===== config.mk =====
export PLATFORM = sky130hd
export DESIGN_NAME = alu_result_fifo
export DESIGN_NICKNAME = d
export VERILOG_FILES = /design/src/rtl/alu_result_fifo.sv
export SDC_FILE = /design/constraint.sdc
export NUM_CORES = 1
export LEC_CHECK = 0
export BUFFER_PORTS_ARGS = -buffer_cell sky130_fd_sc_hd__buf_2
export CAP_MARGIN = 20
export CORE_MARGIN = 2
export CORE_UTILIZATION = 63
export CTS_CLUSTER_DIAMETER = 150
export DETAILED_ROUTE_END_ITERATION = 7
export PLACE_DENSITY = 0.85
export SYNTH_ARGS = -nofsm -noshare
export SYNTH_HDL_FRONTEND = slang
export SYNTH_SLANG_ARGS = --single-unit

===== constraint.sdc =====
create_clock -name clk -period 5.8 [get_ports clk]
set_input_delay 0.58 -clock clk [delete_from_list [all_inputs] [get_ports clk]]
set_output_delay 0.58 -clock clk [all_outputs]
set_load 0.01 [all_outputs]

===== src/rtl/alu_result_fifo.sv =====
// In-order result FIFO behind the ALU: stores op code, result, carry, remainder, product and flags.
// Optional push/carry statistics counters are enabled with ALU_RES_STATS_EN.
module alu_result_fifo #(
   parameter int unsigned WIDTH = 4,
   parameter int unsigned DEPTH = 4
) (
   input  logic                       clk,
   input  logic                       rst,
   input  logic                       in_valid,
   output logic                       in_ready,
   input  logic [3:0]                 in_control,
   input  logic [WIDTH-1:0]           in_result,
   input  logic                       in_cout,
   input  logic [WIDTH-1:0]           in_remainder,
   input  logic [2*WIDTH-1:0]         in_product,
   input  logic                       flush,
   output logic                       out_valid,
   input  logic                       out_ready,
   output logic [3:0]                 out_control,
   output logic [WIDTH-1:0]           out_result,
   output logic                       out_cout,
   output logic [WIDTH-1:0]           out_remainder,
   output logic [2*WIDTH-1:0]         out_product,
   output logic                       out_zero,
   output logic                       out_neg,
   output logic                       out_err,
`ifdef ALU_RES_STATS_EN
   output logic [15:0]                stat_accepted,
   output logic [15:0]                stat_carry,
`endif
   output logic [$clog2(DEPTH):0]     count
);

   localparam int unsigned PtrW = (DEPTH > 1) ? $clog2(DEPTH) : 1;
   localparam int unsigned CntW = $clog2(DEPTH) + 1;
   localparam logic [CntW-1:0] CntFull = CntW'(DEPTH);
   localparam logic [3:0] OpMul = 4'b1010;
   localparam logic [3:0] OpIllegalMin = 4'b1100;

   typedef struct packed {
      logic [3:0]         control;
      logic [WIDTH-1:0]   result;
      logic               cout;
      logic [WIDTH-1:0]   remainder;
      logic [2*WIDTH-1:0] product;
      logic               zero;
      logic               neg;
      logic               err;
   } entry_t;

   entry_t            mem_q [DEPTH];
   logic [PtrW-1:0]   wr_ptr_q, wr_ptr_d;
   logic [PtrW-1:0]   rd_ptr_q, rd_ptr_d;
   logic [CntW-1:0]   count_q, count_d;

   logic   push, pop, wr_en;
   entry_t new_entry;
   entry_t head;

   assign in_ready  = (count_q < CntFull);
   assign out_valid = (count_q != '0);
   assign push      = in_valid & in_ready;
   assign pop       = out_valid & out_ready;
   // A flush discards any push in the same cycle, so storage is left untouched.
   assign wr_en     = push & ~flush;
   assign count     = count_q;

   always_comb begin
      new_entry           = '0;
      new_entry.control   = in_control;
      new_entry.result    = in_result;
      new_entry.cout      = in_cout;
      new_entry.remainder = in_remainder;
      new_entry.product   = in_product;
      new_entry.err       = (in_control >= OpIllegalMin);
      if (in_control == OpMul) begin
         new_entry.zero = (in_product == '0);
         new_entry.neg  = in_product[2*WIDTH-1];
      end else begin
         new_entry.zero = (in_result == '0);
         new_entry.neg  = in_result[WIDTH-1];
      end
   end

   always_comb begin
      wr_ptr_d = wr_ptr_q;
      rd_ptr_d = rd_ptr_q;
      count_d  = count_q;
      if (flush) begin
         wr_ptr_d = '0;
         rd_ptr_d = '0;
         count_d  = '0;
      end else begin
         if (push) begin
            wr_ptr_d = wr_ptr_q + PtrW'(1);
         end
         if (pop) begin
            rd_ptr_d = rd_ptr_q + PtrW'(1);
         end
         unique case ({push, pop})
            2'b10:   count_d = count_q + CntW'(1);
            2'b01:   count_d = count_q - CntW'(1);
            default: count_d = count_q;
         endcase
      end
   end

   always_ff @(posedge clk) begin
      if (rst) begin
         wr_ptr_q <= '0;
         rd_ptr_q <= '0;
         count_q  <= '0;
      end else begin
         wr_ptr_q <= wr_ptr_d;
         rd_ptr_q <= rd_ptr_d;
         count_q  <= count_d;
      end
   end

   always_ff @(posedge clk) begin
      if (rst) begin
         for (int unsigned i = 0; i < DEPTH; i++) begin
            mem_q[i] <= '0;
         end
      end else if (wr_en) begin
         mem_q[wr_ptr_q] <= new_entry;
      end
   end

   // Head fields read as zero whenever the FIFO is empty.
   always_comb begin
      head = '0;
      if (out_valid) begin
         head = mem_q[rd_ptr_q];
      end
   end

   assign out_control   = head.control;
   assign out_result    = head.result;
   assign out_cout      = head.cout;
   assign out_remainder = head.remainder;
   assign out_product   = head.product;
   assign out_zero      = head.zero;
   assign out_neg       = head.neg;
   assign out_err       = head.err;

`ifdef ALU_RES_STATS_EN
   logic [15:0] stat_accepted_q, stat_accepted_d;
   logic [15:0] stat_carry_q, stat_carry_d;

   always_comb begin
      stat_accepted_d = stat_accepted_q;
      stat_carry_d    = stat_carry_q;
      if (wr_en) begin
         stat_accepted_d = stat_accepted_q + 16'd1;
         if (in_cout) begin
            stat_carry_d = stat_carry_q + 16'd1;
         end
      end
   end

   // Statistics survive a flush; only reset clears them.
   always_ff @(posedge clk) begin
      if (rst) begin
         stat_accepted_q <= '0;
         stat_carry_q    <= '0;
      end else begin
         stat_accepted_q <= stat_accepted_d;
         stat_carry_q    <= stat_carry_d;
      end
   end

   assign stat_accepted = stat_accepted_q;
   assign stat_carry    = stat_carry_q;
`endif

endmodule


Yosys cells after proc, flatten, opt, wreduce, memory -nomap -nowiden
Memory sizes are Yosys's and may differ from the RTL's. A register that Yosys moved wholly into a read port is not among the register bits.
Index checks and enable logic that the tools add are counted.
{ "classes": {"add_sub_neg": 4, "order_cmp": 2, "eq_ne": 3, "n_mux": 13, "bitwise_logic": 4, "n_reduce_logical": 6} }
{ "op_table": {"columns": ["op", "count"], "rows": [
  ["24-bit 2-to-1 mux", 2],
  ["24-bit OR reduction", 1],
  ["8-bit logical NOT", 1],
  ["2-bit 2-to-1 mux", 4],
  ["1-bit 2-to-1 mux", 6],
  ["3-bit one-hot mux with 2 select lines", 1],
  ["2-bit by 1-bit adder with 2-bit output (second input constant)", 2],
  ["4-bit == test (second input constant)", 1],
  ["4-bit greater-or-equal comparator (second input constant)", 1],
  ["4-bit logical NOT", 1],
  ["3-bit by 1-bit adder with 3-bit output (second input constant)", 1],
  ["1-bit bitwise AND", 3],
  ["3-bit < comparator (second input constant)", 1],
  ["3-bit nonzero test", 1],
  ["3-bit by 1-bit subtractor with 3-bit output (second input constant)", 1],
  ["2-bit by 1-bit == test with 1-bit output (second input constant)", 1],
  ["2-bit == test (second input constant)", 1],
  ["2-bit nonzero test", 1],
  ["2-bit OR reduction", 1],
  ["1-bit NOT", 1]
]} }
{ "word_totals": {"ff_bits": 7, "ram_bits": 96, "input_bits": 26, "out_inout_bits": 29, "word_cells": 36, "mem_count": 1} }
{ "memory_table": {"columns": ["memory", "depth", "word_bits", "read_ports", "rd_ports_with_merged_regs", "write_ports", "line", "rtl"], "rows": [
  ["mem_q", 4, 24, 1, 1, 4, "51", "entry_t mem_q [DEPTH];"]
]} }

Depth between registers and ports, before layout
{ "logic_depth": {"depth_word": 8, "ltp_mapped": 10, "ltp_nobuf": 8} }

Worst setup path before layout
Ideal clock, no wire load.
{ "synth_timing": {"path_type": "input-to-reg", "from": "input in_valid", "to": "register count_q[2] (netlist: count[2])", "setup_time_ps": 70, "arrival_time_ps": 2223, "required_time_ps": 5730, "setup_slack_ps": 3507, "path_stages": 10, "path_buffers": 2, "path_cell_list": "nor2b_1 > clkbuf_1 > clkbuf_1 > inv_1 > ha_1 > inv_1 > fa_1 > xor2_1 > or3_1 > a21oi_1"} }
{ "synth_via": {"elab_chain_len": 3, "elab_cells_between_ends": 5, "cone_classes": "2 x eq/ne; 1 x mux; 1 x bitwise; 1 x reduce/logical"} }
{ "synth_rtl": {"columns": ["item", "line", "rtl"], "rows": [
  ["start: declaration", "9", "input logic in_valid,"],
  ["1-bit bitwise AND *", "62", "assign push = in_valid & in_ready;"],
  ["2-bit by 1-bit == test with 1-bit output or 2-bit == test (tied branches)", "100", "unique case ({push, pop})"],
  ["3-bit one-hot mux with 2 select lines or 2-bit nonzero test (tied branches)", null, null],
  ["end signal: assignment", "116", "count_q <= count_d;"],
  ["end: declaration", "54", "logic [CntW-1:0] count_q, count_d;"]
]} }
Every way passes the cells marked *; elsewhere a longest branch is shown, timed or not.
A chain may end at the register's enable or synchronous reset.

==> flow_summary.yaml <==
floorplan:
  die_h_um: 91.5
  die_w_um: 91.5
  coreArea_um2: 7330
  io_pins: 55
  num_rows: 31
  initial_utilization: 0.658
  dieArea_um2: 8370
sta:
  finalSetupViolCount: 0
  clock_skew_ns: 0.00812
  rsz0062_at_grt: "false"
  max-slew-margin-rel: 0.264
  worstMarginPinSlew_ns: 1.10
  fmax_mhz: 347
  maxSlewViolCount: 0
  tns_ns: 0
  hold_slack_ns: 0.524
  finalCriticalPeriod_ns: 2.89
  finalCritPeriodShare: 0.497
  hold_viol_final: 0
run:
  max_cap_violations: 0
global_route:
  grt_max_degree: 26
  grt_pass1_vias: 2908
  gr-usage-all-layers: 0.240
  antenna_found_initial: 0
  grt_pass1_wl_um: 15200
  overflow: 0
layout:
  n_fill_cell: 468
  drive_gt1_frac: 0.278
  syn_to_final_growth_pct: 11.5
  antenna_cells: 0
  fin_nets: 404
  multi_input_area_um2: 1620
  seq_area_um2: 3060
clock_tree:
  hold_buffers: 0
  cts_buffers: 9
  cts_tree: "yes"
  insertion_delay_ns: 0.37
  htree_levels: 3
  post_cts_buffers: 0
  cts_resized: 0
  clkTransAtPathRegs_ns: 0.10
  cts.sinks: 105
  cts_buffer_depth: 2
  cts_root_buffer: "clkbuf_8"
power_and_ir_drop:
  p_leak_nw: 2.15
  ir_worst_vdd_v: 0.000157
  power.density_nw_per_um2: 258
drt:
  route.detailed.drc: 0
  drt-initial-drc-count: 237
  drt_first_pass_iters: 4
  post_drt_wl_per_cell_um: 19.4
  route.antenna.remaining_nets: 0
  viasPerCell: 5.85
  wirelength_um: 9330
  via_count: 2810
critical_path:
  startpoint_type: "register"
  reg2reg_from: "wr_ptr_q[0]"
  regToRegEndpoint: "mem_q[2][2]"
  r2r_slack_ns: 2.91
  worstRegToRegCells: 3
  crit_required_ns: 5.81
  crit_path_max_fanout: 25
  worst_ep_arrival_time_ns: 2.89
  end_kind: "register"
  critical_path_class: "register to register"
logic_synthesis:
  yosys.area.top_type_share: 0.598
  netlist_top_cells_count: "96 x edfxtp_1, 42 x and2_1, 42 x and3_1"
  ys_seq_elements: 105
  synth_ff_type: "edfxtp_1"
  netlist_top_cells_area: "edfxtp_1 60%, mux4_2 11%, and2_1 5.4%"
  yosysTopAreaCell: "edfxtp_1"
  ys.warnings.count: 0
  yosysSeqAreaShare: 0.635
  avgSynthCellArea_um2: 14.8
  syn_area_um2: 4820
  yosys.cell_count.top_type: "edfxtp_1"
  synth-async-reset-ratio: 0
  synth_edf_count: 96
  synth_cell_types: 38
  syn_nets: 353
  synth_cells: 325
place:
  io_buffer_count: 54
  gp_congestion: 0.781
  hpwl_um: 5780
min_path:
  hold_start: "in_remainder[1]"
  hp-class: "primary input to register"
  whs_endpoint: "mem_q[2][12]"
  whs_path_depth: 2
status:
  status: "finished, final reports clean"
==> placed cells by master, fill, tap and decap left out, types with 2 or more instances in the layout <==
cell type,netlist,final
nor2_1,14,14
mux4_2,24,24
nand2_1,3,3
xor2_1,5,5
nand2b_1,3,3
nor4_1,3,3
clkbuf_8,0,9
nor3_1,2,2
inv_1,8,8
dfxtp_1,9,8
and2_1,42,42
buf_2,3,54
clkbuf_1,13,2
buf_4,0,3
and3_1,42,42
a21oi_1,5,5
edfxtp_1,96,96
nor2b_1,26,26
buf_8,0,3
or2_2,2,2
clkinvlp_4,0,2
==> layer usage <==
metal	up-vias	share of wire	global-route usage
met3	10	0.055	0.0407
met4	0	0.011	0.105
met1	1405	0.42	0.322
li1	1306	-	-
met5	-	0	0
met2	89	0.52	0.392
==> kinds of logic after synthesis <==
kind of cell,share of synthesized area
AOI/OAI and AO/OA,0.0132
xor gates and xnor gates,0.0109
adders and majority gates,0.00675
buffers and inverters,0.0309
DFF,0.635
muxes,0.114
and+or+nand+nor,0.189
==> report_power, final <==
group          switching [mW]  internal, mW
combinational          0.0663        0.0520
clock                   0.242         0.155
sequential             0.0139         0.857
==> state kept, by name, indices dropped and copies added, names as in the netlist, named ones only <==
| name | flops |
|---|---|
| count | 3 |
| mem_q | 96 |
| rd_ptr_q | 2 |
| wr_ptr_q | 2 |
==> worst max-delay path, cell delays in order, from the launching register on <==
cell and delay [ns]:
dfxtp_1 0.40, nor4b_4 0.99, and3_4 0.50, or2_2 0.63
==> worst max path at each step <==
stage / startpoint / to / slack (ns) / depth (start not counted)
CTS: count[2] / mem_q[0][0] / 2.78 / 3
global route: wr_ptr_q[0] / mem_q[2][7] / 2.77 / 3
finish: wr_ptr_q[0] / mem_q[2][2] / 2.91 / 3
global placement: flush / mem_q[0][7] / 2.79 / 4
floorplan: in_valid / count[2] / 3.51 / 10
detailed placement: flush / mem_q[0][13] / 2.57 / 4
==> cell type report <==
type,count,share of cell area
clock buffers,11,0.0244
multi-input cells,190,0.301
repair buffers,62,0.0701
well taps,99,0.0230
flip-flops and latches,105,0.570
clock inverters,5,0.00605
inverters,8,0.00559
==> per-stage QoR <==
step	instance area [um^2]	std cells	power, mW	util	worst slack [ns]
global route	5380	480	1.43	0.733	2.77
finish	5380	480	1.39	0.733	2.91
floorplan	4820	325	0.953	-	3.51
detailed placement	5130	459	1.00	0.699	2.57
global placement	5130	459	0.996	0.699	2.79
CTS	5290	475	1.38	0.722	2.78
No activity file was read; power rests on OpenSTA's default activity.
